[src/rtl/ahbl_pkg.sv]
// Shared AHB-Lite definitions for the two-master arbiter: transfer encodings,
// master indices and the captured address/control payload.
package ahbl_pkg;

    localparam int unsigned ADDR_W = 32;
    localparam int unsigned DATA_W = 32;
    localparam int unsigned SIZE_W = 3;

    localparam logic [1:0] HTRANS_IDLE   = 2'b00;
    localparam logic [1:0] HTRANS_BUSY   = 2'b01;
    localparam logic [1:0] HTRANS_NONSEQ = 2'b10;
    localparam logic [1:0] HTRANS_SEQ    = 2'b11;

    localparam logic M0 = 1'b0;
    localparam logic M1 = 1'b1;

    typedef struct packed {
        logic [ADDR_W-1:0] addr;
        logic [SIZE_W-1:0] size;
        logic              write;
    } ahb_ctrl_t;

    // SEQ is treated exactly like NONSEQ; BUSY and IDLE carry no transfer.
    function automatic logic htrans_active(input logic [1:0] t);
        return (t == HTRANS_NONSEQ) || (t == HTRANS_SEQ);
    endfunction

endpackage

[src/rtl/ahbl_arb_hold.sv]
// Per-master hold register: keeps an accepted-but-not-issued address phase
// until the arbiter grants that master the slave bus.
module ahbl_arb_hold
    import ahbl_pkg::*;
(
    input  logic      clk,
    input  logic      rst_n,
    input  logic      live,
    input  logic      issued,
    input  ahb_ctrl_t ctrl_in,
    output logic      pend,
    output ahb_ctrl_t held
);

    // Issue wins over capture; a live transfer that is issued is never held.
    always_ff @(posedge clk) begin
        if (!rst_n) begin
            pend <= 1'b0;
            held <= '0;
        end else if (issued) begin
            pend <= 1'b0;
        end else if (live) begin
            pend <= 1'b1;
            held <= ctrl_in;
        end
    end

endmodule

[src/rtl/ahbl_master_arbiter.sv]
// Two-master AHB-Lite arbiter in front of the address splitter; the losing
// master only ever sees wait states.
module ahbl_master_arbiter
    import ahbl_pkg::*;
#(
    parameter bit RR_EN = 1'b1
) (
    input  logic              HCLK,
    input  logic              HRESETn,
    input  logic [ADDR_W-1:0] M0_HADDR,
    input  logic [1:0]        M0_HTRANS,
    input  logic [SIZE_W-1:0] M0_HSIZE,
    input  logic              M0_HWRITE,
    input  logic [DATA_W-1:0] M0_HWDATA,
    output logic              M0_HREADY,
    output logic [DATA_W-1:0] M0_HRDATA,
    input  logic [ADDR_W-1:0] M1_HADDR,
    input  logic [1:0]        M1_HTRANS,
    input  logic [SIZE_W-1:0] M1_HSIZE,
    input  logic              M1_HWRITE,
    input  logic [DATA_W-1:0] M1_HWDATA,
    output logic              M1_HREADY,
    output logic [DATA_W-1:0] M1_HRDATA,
    output logic [ADDR_W-1:0] S_HADDR,
    output logic [1:0]        S_HTRANS,
    output logic [SIZE_W-1:0] S_HSIZE,
    output logic              S_HWRITE,
    output logic [DATA_W-1:0] S_HWDATA,
    input  logic              S_HREADY,
    input  logic [DATA_W-1:0] S_HRDATA
);

    logic [1:0] rdy, live, req, issued, pend;
    logic       gnt, gnt_q, last_q, dvalid_q, downer_q, s_req;
    ahb_ctrl_t  cur0, cur1, held0, held1, sel;

    assign cur0 = '{addr: M0_HADDR, size: M0_HSIZE, write: M0_HWRITE};
    assign cur1 = '{addr: M1_HADDR, size: M1_HSIZE, write: M1_HWRITE};

    // Master-side ready: data-phase owner follows the slave, a held master waits.
    always_comb begin
        rdy = 2'b11;
        if (HRESETn) begin
            if (dvalid_q && downer_q == M0) rdy[0] = S_HREADY;
            else if (pend[0])               rdy[0] = 1'b0;
            if (dvalid_q && downer_q == M1) rdy[1] = S_HREADY;
            else if (pend[1])               rdy[1] = 1'b0;
        end
    end

    assign M0_HREADY = rdy[0];
    assign M1_HREADY = rdy[1];
    assign M0_HRDATA = S_HRDATA;
    assign M1_HRDATA = S_HRDATA;

    assign live[0] = htrans_active(M0_HTRANS) & rdy[0] & ~pend[0];
    assign live[1] = htrans_active(M1_HTRANS) & rdy[1] & ~pend[1];
    assign req     = {2{HRESETn}} & (pend | live);

    // Grant only moves while the slave is ready; otherwise the bus stays frozen.
    always_comb begin
        gnt = gnt_q;
        if (S_HREADY) begin
            if (req[0] && req[1]) gnt = RR_EN ? ~last_q : M0;
            else if (req[0])      gnt = M0;
            else if (req[1])      gnt = M1;
        end
    end

    assign issued[0] = (gnt == M0) & req[0] & S_HREADY;
    assign issued[1] = (gnt == M1) & req[1] & S_HREADY;

    assign s_req    = (gnt == M1) ? req[1] : req[0];
    assign sel      = (gnt == M1) ? (pend[1] ? held1 : cur1) : (pend[0] ? held0 : cur0);
    assign S_HTRANS = s_req ? HTRANS_NONSEQ : HTRANS_IDLE;
    assign S_HADDR  = s_req ? sel.addr  : '0;
    assign S_HSIZE  = s_req ? sel.size  : '0;
    assign S_HWRITE = s_req ? sel.write : 1'b0;
    assign S_HWDATA = (dvalid_q && downer_q == M1) ? M1_HWDATA : M0_HWDATA;

    // Grant, round-robin history and data-phase ownership.
    always_ff @(posedge HCLK) begin
        if (!HRESETn) begin
            gnt_q    <= M0;
            last_q   <= M1;
            dvalid_q <= 1'b0;
            downer_q <= M0;
        end else begin
            gnt_q <= gnt;
            if (|issued) begin
                last_q   <= gnt;
                dvalid_q <= 1'b1;
                downer_q <= gnt;
            end else if (S_HREADY) begin
                dvalid_q <= 1'b0;
            end
        end
    end

    ahbl_arb_hold u_hold0 (
        .clk     (HCLK),
        .rst_n   (HRESETn),
        .live    (live[0]),
        .issued  (issued[0]),
        .ctrl_in (cur0),
        .pend    (pend[0]),
        .held    (held0)
    );

    ahbl_arb_hold u_hold1 (
        .clk     (HCLK),
        .rst_n   (HRESETn),
        .live    (live[1]),
        .issued  (issued[1]),
        .ctrl_in (cur1),
        .pend    (pend[1]),
        .held    (held1)
    );

endmodule

[config.mk]
export PLATFORM = sky130hd
export DESIGN_NAME = ahbl_master_arbiter
export DESIGN_NICKNAME = d
export VERILOG_FILES = /design/src/rtl/ahbl_pkg.sv /design/src/rtl/ahbl_arb_hold.sv /design/src/rtl/ahbl_master_arbiter.sv
export SDC_FILE = /design/constraint.sdc
export NUM_CORES = 1
export LEC_CHECK = 0
export ABC_AREA = 1
export BUFFER_PORTS_ARGS = -buffer_cell sky130_fd_sc_hd__buf_4
export CAP_MARGIN = 0
export CORE_MARGIN = 10
export CORE_UTILIZATION = 47
export DETAILED_ROUTE_END_ITERATION = 10
export GPL_TIMING_DRIVEN = 0
export MAX_ROUTING_LAYER = met4
export PLACE_DENSITY = 0.82
export SLEW_MARGIN = 30
export SYNTH_ARGS = -nofsm -noshare
export SYNTH_HDL_FRONTEND = slang
export SYNTH_HIERARCHICAL = 1
export SYNTH_SLANG_ARGS = --single-unit
[constraint.sdc]
create_clock -name HCLK -period 2.4 [get_ports HCLK]
set_input_delay 0.12 -clock HCLK [delete_from_list [all_inputs] [get_ports HCLK]]
set_output_delay 0.12 -clock HCLK [all_outputs]
set_load 0.01 [all_outputs]
# Word level (Yosys, flattened, before mapping)
# Index checks and enable logic that the tools add are counted.
# word_totals
output_inout_bits	136
register_bits	78
input_bits	175
# classes
muxes	20
n_eq_ne	4
n_reduce_logical	11
bitwise_logic	18
# op_table
cell	n
$mux 36	3
$mux 32	2
$mux 1	12
$and 1x1->1	8
$eq 2x2->1 const B	4
$not 1->1	8
$reduce_or 2->1	3
$mux 2	2
$reduce_and 2->1	2
$logic_and 1x1->1	3
$mux 3	1
$and 2x2->2	1
$logic_or 1x1->1	2
$or 2x2->2	1
$reduce_bool 2->1	1

# Logic depth before layout (Yosys ltp)
# Gate-level depths: netlist (run 1).
# depth
word_depth	17
ltp_mapped	18

# Cells and area by module
# The synthesis (run 1) kept the hierarchy.
# modules_own_cells
module	instances	area_per_inst_um2	seq_area_each_um2	cells_per_inst
ahbl_arb_hold	2	1649.1	740.7	236
ahbl_master_arbiter	1	2701.3	80.1	466

# Worst setup path before layout (run 1)
# No wires, ideal clock.
# synth_path
kind	register -> register
start	reg dvalid_q
end	reg u_hold0/held[10] in the netlist's numbering
slack_ps	395
path_stages_with_launch	19
arrival_ps	1943
setup_ps	62
required_time_ps	2338
cell_sequence	dfxtp_1 > nand2_2 > nand2_1 > nand3_2 > nand2_2 > nand2_2 > nand2_2 > nand2_1 > nand2_1 > nand2_2 > nand2_4 > buf_6 > nand3_1 > inv_1 > inv_2 > buf_6 > nand3_1 > nand2_1 > nor2_2
# synth_via
elab_chain_len	16
# synth_lines
element	line	rtl
start: declaration	ahbl_master_arbiter.sv:34	logic gnt, gnt_q, last_q, dvalid_q, downer_q, s_req;
start signal: assignment	ahbl_master_arbiter.sv:86	dvalid_q <= 1'b0;
start signal: assignment	ahbl_master_arbiter.sv:92	dvalid_q <= 1'b1;
start signal: assignment	ahbl_master_arbiter.sv:95	dvalid_q <= 1'b0;
$logic_and 1x1->1 *	ahbl_master_arbiter.sv:46	if (dvalid_q && downer_q == M1) rdy[1] = S_HREADY;
$mux 1 *	ahbl_master_arbiter.sv:46	
$mux 2 *	ahbl_master_arbiter.sv:43	if (HRESETn) begin
via M1_HREADY	ahbl_master_arbiter.sv:22	output logic M1_HREADY,
$and 1x1->1 * (2 in a row)	ahbl_master_arbiter.sv:57	assign live[1] = htrans_active(M1_HTRANS) & rdy[1] & ~pend[1];
$or 2x2->2 *	ahbl_master_arbiter.sv:58	assign req = {2{HRESETn}} & (pend | live);
$and 2x2->2 *	ahbl_master_arbiter.sv:58	
$mux 1	ahbl_master_arbiter.sv:66	else if (req[1]) gnt = M1;
$mux 1	ahbl_master_arbiter.sv:65	else if (req[0]) gnt = M0;
$mux 1 *	ahbl_master_arbiter.sv:64	if (req[0] && req[1]) gnt = RR_EN ? ~last_q : M0;
$mux 1 *	ahbl_master_arbiter.sv:63	if (S_HREADY) begin
$not 1->1 *	ahbl_master_arbiter.sv:70	assign issued[0] = (gnt == M0) & req[0] & S_HREADY;
$and 1x1->1 * (2 in a row)	ahbl_master_arbiter.sv:70	
via issued[0]	ahbl_master_arbiter.sv:33	logic [1:0] rdy, live, req, issued, pend;
$not 1->1 (no line) *	--	
$reduce_and 2->1 (no line) *	--	
end signal: assignment	ahbl_arb_hold.sv:24	held <= ctrl_in;
end: declaration	ahbl_arb_hold.sv:12	output ahb_ctrl_t held
# The timed path passes the listed nets; every way through them passes the cells marked *.
# A chain may end at the register's enable or synchronous reset.

# Final worst setup path (run 1)
# layout_path
start	reg dvalid_q
end	out S_HADDR[25]
# layout_via
elab_chain_len	13
# layout_lines
element	line	rtl
$logic_and 1x1->1	ahbl_master_arbiter.sv:46	
$mux 1	ahbl_master_arbiter.sv:46	
$mux 2 *	ahbl_master_arbiter.sv:43	
$and 1x1->1 (2 in a row)	ahbl_master_arbiter.sv:57	
$or 2x2->2 *	ahbl_master_arbiter.sv:58	
$and 2x2->2 *	ahbl_master_arbiter.sv:58	
$mux 1	ahbl_master_arbiter.sv:66	
$mux 1	ahbl_master_arbiter.sv:65	
$mux 1	ahbl_master_arbiter.sv:64	
$mux 1	ahbl_master_arbiter.sv:63	
$mux 36 / $mux 1 (equally long branches)	ahbl_master_arbiter.sv:74, ahbl_master_arbiter.sv:73	
$mux 32 *	ahbl_master_arbiter.sv:76	assign S_HADDR = s_req ? sel.addr : '0;
end: declaration	ahbl_master_arbiter.sv:24	output logic [ADDR_W-1:0] S_HADDR,
# Mark *: on every way between the ends. The rest lies on a longest branch, timed or not.

==> reports/metrics.cfg, run 1 <==
[cts]
clk_path_buf_depth=2
h-tree-depth=3
clk_latency_ps=340
cts_tree=yes
cts_buffers=9
cts-root-buf=clkbuf_16
cts_num_sinks=78
clk_pin_slew_ps=60

[worst_setup_path]
cp_slowest_cell=dfxtp_4
crit_cells=14
path_buf_inv=4
cp-end-kind=output pin
crit_arrival_ps=2230
critPathLaunchType=flop
slowest_delay_ps=380
crit_required_ps=2280
crit_chain=nand3_1 > nand3_2 > nand2_2 > nand2_4 > nand3_2 > nand2_1 > inv_1 > nand2_2 > nand2_4 > clkbuf_2 > o21ai_0 > nand2_2 > inv_2 > buf_4
cp_max_fo=10
path_class=flop to output pin
cp-startpoint=dvalid_q
cpMostUsedCell=nand2_2
crit_family=simple AND/OR/NAND/NOR gates
reg2reg_depth=19
reg2reg_from=downer_q

[yosys]
ys_ff_latch=78
yosys.area.top_type=dfxtp_1
synth.top_cell.area_share=0.260
netlist_area_um2=6000
synth.distinct_cells=24
ys_warn_count=6
netlist_instances=938
synth_nets=1113
post_synth.cell_area_avg_um2=6.40
ys_seq_area_frac=0.260
synth_area_leaders=dfxtp_1 26%, nand2_1 16%, buf_4 9.9%

[sta]
layout_min_cycle_time_ps=2350
fmaxAchievable_ghz=0.426
slew_headroom=0.650
setup_viol=0
final-hold-violation-count=0
rsz0062_at_grt=true
fin_skew_ps=6.05
tightestPinTransition_ps=525
fin_crit_sh=0.979
timing.final.max_slew_violations=0

[die]
die_w_um=133
rows=41
dieArea_um2=17700
fp.coreArea_um2=12600
io-pin-count=311
chipHeight_um=133
start_util=0.477

[global_routing]
grt_pass1_wl_um=32900
grt_usage=0.239
grt_overflow=0
grt_max_degree=13
antenna_found_initial=0
grt_pass1_vias=6318

[routing]
dr.pass1.iters=5
wl_per_cell_um=15.8
wl_um=22400
via_count=6689
post_drt_via_cell_ratio=4.72
drt_iter0_markers=432
drc_errors=0
final_antenna_net_count=0

[finish]
layout_commonest_cell=buf_4
layout-drive-gt1-share=0.423
fin_area_um2=8830
multi_input_area_um2=3130
final_nets=1415
fillers=1096
syn2layout_area_growth_pct=47.2
layout_common_cells=363 x buf_4, 248 x nand2_1, 127 x nor2_1, 108 x inv_1, 74 x dfxtp_1
diodes=0
regArea_um2=1570

[min_path]
hold_class=input pin to flop
whs_path_depth=3
hp-start=HRESETn

[power_and_ir_drop]
powerDensity_nw_per_um2=529
total_power_w=0.00467
cellLeakagePower_nw=5.06
ir_worst_vdd_mv=0.340

[run]
maxCapViolations=0

[run_status]
status=completed

[placement]
gp_congestion=0.921
place_hpwl_um=18000
place_area_um2=8270
portBuffers=274

-- registers in the layout (all words and copies together), names as in the netlist --
name	count
last_q	1
dvalid_q	1
u_hold0/pend	1
u_hold1/held	36
u_hold0/held	36
u_hold1/pend	1
gnt_q	1
downer_q	1
-- cells by family (layout without fill, tap and decap cells) --
kind of cell | after synthesis | in the layout | share of synthesized area
other | 1 | 1 | 0.000625
and+or+nand+nor | 505 | 505 | 0.356
buffers and inverters | 246 | 553 | 0.227
DFF | 78 | 78 | 0.260
muxes | 68 | 68 | 0.120
AOI/OAI and AO/OA | 40 | 40 | 0.0352
-- cells in the mapped netlist (all sizes together) --
cell,instances
nand2,273
nor2,151
mux2i,36
a21oi,1
buf,110
clkbuf,11
nand4,1
inv,125
conb,1
dfxtp,78
nand3,80
o21ai,39
mux2,32
-- per-stage QoR --
stage / setup WS (ps) / cells / utilization / setup TNS (ps) / hold slack [ps]
2_1_floorplan: 395 / 938 / - / 0 / 320
3_3_place_gp: 127 / 1384 / 0.658 / 0 / 341
3_5_place_dp: 70.5 / 1384 / 0.658 / 0 / 352
4_1_cts: -1.24 / 1407 / 0.687 / -1.84 / 7.40
5_1_grt: -44.0 / 1417 / 0.703 / -676 / 26.1
6_report: 50.9 / 1417 / 0.703 / 0 / 26.8
-- what timing repair did --
action,4_1_cts,5_1_grt
cloned,3,1
hold buffers,1,0
pin swaps,1,9
gates resized for setup,16,41
setup buffers,3,9
setup endpoints to repair,36,73
endpoints found under the hold margin,1,0
-- worst register-to-register path: stages, from the launching register on --
cell,delay [ps]
dfxtp_4,380
nand2_4,60
nand2_2,50
nand3_2,70
nand2_2,110
nand2_4,70
nand3_2,60
nand2_1,50
inv_1,70
nand2_2,70
nand2_4,110
buf_2,160
buf_4,130
nand3_2,100
inv_2,140
nor2_4,50
buf_12,140
buf_6,140
nor2_1,120
nor2_2,50
-- where the power goes --
group | total [W] | switching [W] | leakage, nW | internal (W)
Combinational | 0.00181 | 0.000929 | 4.27 | 0.000877
Sequential | 0.00151 | 0.0000717 | 0.648 | 0.00144
Clock | 0.00136 | 0.000556 | 0.143 | 0.000799
Total | 0.00467 | 0.00156 | 5.06 | 0.00312
-- path summary, 6_finish.rpt --
path	endpoint	slack (ps)
max	S_HADDR[25]	50
min	dvalid_q	30
max reg2reg	u_hold0/held[14]	170
min reg2reg	last_q	480
-- area by class of cell --
class                           count  area share
Inverter                          125      0.0534
Sequential cell                    78       0.178
Multi-Input combinational cell    614       0.355
Tap cell                          172      0.0244
Timing Repair Buffer              291       0.254
Clock inverter                      5     0.00567
Clock buffer                       11      0.0264
Buffer                            121       0.104
-- layer usage --
metal  share of wire  up-vias  GRT usage
met5               0        -          -
met4           0.015        0     0.0623
met3           0.089       20     0.0590
met2            0.52      281      0.426
met1            0.37     3003      0.259
li1                -     3385          -
Note: power is estimated with default switching activity, not from simulation.
==> run 2: changes to the inputs <==
- CORE_UTILIZATION: 47 -> 42
- PLACE_DENSITY: 0.82 -> 0.77
- clock period: 2.4 -> 2.05 ns (I/O delays scaled with it)
==> run 2 against run 1 <==
  * The run now ends with setup timing left
  * Critical path depth up 4
  * First-iteration DRC count is 22% higher
  * Register-to-register slack worse by 420 ps
  * Critical endpoint is now S_HADDR[22]
  * Largest power group unchanged
  * Highest routed layer unchanged
==> reports/metrics.cfg, run 2 (synthesis gave the netlist of run 1 again) <==
[global_routing]
grt_pass1_wl_um=34900  ; +6.0%
grt_usage=0.225  ; -0.0140
grt_pass1_vias=6777  ; +7.3%
grt_max_degree=13  ; unchanged
grt_overflow=0  ; unchanged
antenna_found_initial=0  ; unchanged

[worst_setup_path]
crit_arrival_ps=2290  ; +60 ps
cp_max_fo=5  ; -5
slowest_delay_ps=410  ; +30 ps
rr_endpoint=u_hold0/held[2]
reg2reg_depth=18  ; -1
cpMostUsedCell=nand2_4
reg2reg_from=dvalid_q
crit_required_ps=1950  ; -330 ps
cp-end-kind=output pin
crit_chain=nand2_8 > nand2_4 > nand3_4 > nand2_4 > nand2_4 > nand2_4 > nand2_4 > nand2_2 > nand2_2 > nand2_4 > buf_6 > nand2_4 > o21ai_4 > buf_12 > buf_12 > nand2_4 > inv_2 > buf_6
path_class=flop to output pin
r2r_slack_ps=-250  ; -420 ps
critPathLaunchType=flop
cp_slowest_cell=dfxtp_4

[routing]
final_antenna_net_count=0  ; unchanged
post_drt_via_cell_ratio=4.77  ; +0.96%
met3WireLength_um=2160  ; +8.5%
wl_met2_um=11300  ; -3.3%
drt_iter0_markers=528  ; +22%
drc_errors=0  ; unchanged
wl_per_cell_um=15.9  ; +0.88%
wl_met1_um=8590  ; +3.3%
wl_um=22800  ; +2.2%
via_count=6839  ; +2.2%
highest_layer=met4
dr.pass1.iters=5  ; unchanged

[power_and_ir_drop]
combPwrFrac=0.395  ; +0.008
ir_worst_vdd_mv=0.433  ; +27%
seqPwrFrac=0.300  ; -0.023
swShare=0.326  ; -0.00688
cellLeakagePower_nw=5.23  ; +3.5%
switchingPower_w=0.00193  ; +24%
p_int_w=0.00398  ; +28%
p_clk_frac=0.305  ; +0.015
powerDensity_nw_per_um2=636  ; +20%

[finish]
top_regs=u_hold0/held x36, u_hold1/held x36
syn2layout_area_growth_pct=54.8
layout_common_cells=348 x buf_4, 228 x nand2_1, 126 x nor2_1, 87 x inv_1, 75 x dfxtp_1
layoutNonFillerInstCount=1435  ; +1.3%
fillers=1220  ; +11%
diodes=0  ; unchanged
layout_commonest_cell=buf_4
final_nets=1425  ; +0.71%
layout-drive-gt1-share=0.474  ; +0.0508

[cts]
clk_pin_slew_ps=60  ; about the same
cts_tree=yes
cts-root-buf=clkbuf_16
clk_latency_ps=330  ; about the same
cts_buffers=9  ; unchanged
cts_num_sinks=78  ; unchanged
h-tree-depth=3  ; unchanged
clk_path_buf_depth=2  ; unchanged

[die]
start_util=0.431  ; -0.0468
rows=43  ; +4.9%
fp.coreArea_um2=13900  ; +11%
die_w_um=140  ; +4.9%
io-pin-count=311  ; unchanged
dieArea_um2=19500  ; +10%
chipHeight_um=140  ; +4.9%

[min_path]
hold_class=input pin to flop
hp-start=HRESETn
whs_path_depth=3  ; unchanged
holdPathEnd=dvalid_q

[run]
maxCapViolations=0  ; unchanged

[sta]
setup_tns_ps=-18510  ; -18,510 ps
fin_crit_sh=1.17
rsz0062_at_grt=true
timing.final.max_slew_violations=0  ; unchanged
timing.final.ws_setup_ps=-341  ; -392 ps
fmaxAchievable_ghz=0.418
fin_skew_ps=8.87  ; +2.82 ps
setup_viol=73  ; +73
final-hold-violation-count=0  ; unchanged
layout_min_cycle_time_ps=2390

[placement]
dpl.cell_count=1392  ; +0.58%
place_hpwl_um=17700  ; -1.4%
gp_congestion=0.873  ; -5.2%
portBuffers=274  ; unchanged

[run_status]
violations=setup timing
status=finished with violations

[run 2: worst max-delay path: cells and delay by family (launching register included)]
kind	cells	cell delay [ps]
buffers and inverters	5	610
DFF	1	410
and+or+nand+nor	12	850
AOI/OAI and AO/OA	1	80
[run 2: area by class of cell]
type                       count  area [um^2]  area share
buffer                       120          933       0.100
clock buffer                  13          270      0.0291
clock inverter                 3         65.1     0.00701
inverter                     125          482      0.0519
multi-input combinational    614         3330       0.358
sequential                    78         1570       0.169
tap                          180          225      0.0242
timing repair buffer         302         2420       0.260
[run 2: timing repair]
action / in CTS / in global routing
endpoints found under the hold margin: 1 / 0
pin swaps: 7 / 10
hold buffers: 1 / 0
gates cloned: 4 / 0
gates resized for setup: 115 / 66
setup buffers: 16 / 7
endpoints found under the setup margin: 106 / 127
[run 2: worst max path at each step]
stage	start	to	cells after the start
2_1_floorplan	dvalid_q	u_hold0/held[10]	18
3_3_place_gp	dvalid_q	u_hold0/held[1]	18
3_5_place_dp	dvalid_q	u_hold0/held[1]	18
4_1_cts	dvalid_q	S_HADDR[23]	18
5_1_grt	dvalid_q	S_HSIZE[1]	16
6_report	dvalid_q	S_HADDR[22]	18
[run 2: layer usage]
metal | track usage | vias to the layer above
met5 | - | -
met4 | 0.0697 | 0
met3 | 0.0643 | 53
met2 | 0.386 | 353
met1 | 0.247 | 3029
li1 | - | 3404
[run 2: stage by stage]
step	total power [W]	hold WS [ps]	area, um^2	util	setup WS [ps]
after floorplan	0.00299	297	6000	-	45.3
after global placement	0.00375	323	8280	0.594	-241
after detailed placement	0.00378	325	8280	0.594	-280
after CTS	0.00579	11.1	9070	0.651	-252
after global routing	0.00620	34.6	9290	0.667	-450
final	0.00591	34.2	9290	0.667	-341
[run 2: power by group through the flow]
stage	logic [W]	clock network, W	registers, W
6_report	0.00233	0.00180	0.00177
5_1_grt	0.00255	0.00186	0.00179
4_1_cts	0.00220	0.00182	0.00177
3_5_place_dp	0.00198	0	0.00180
3_3_place_gp	0.00196	0	0.00179
2_1_floorplan	0.00121	0	0.00178
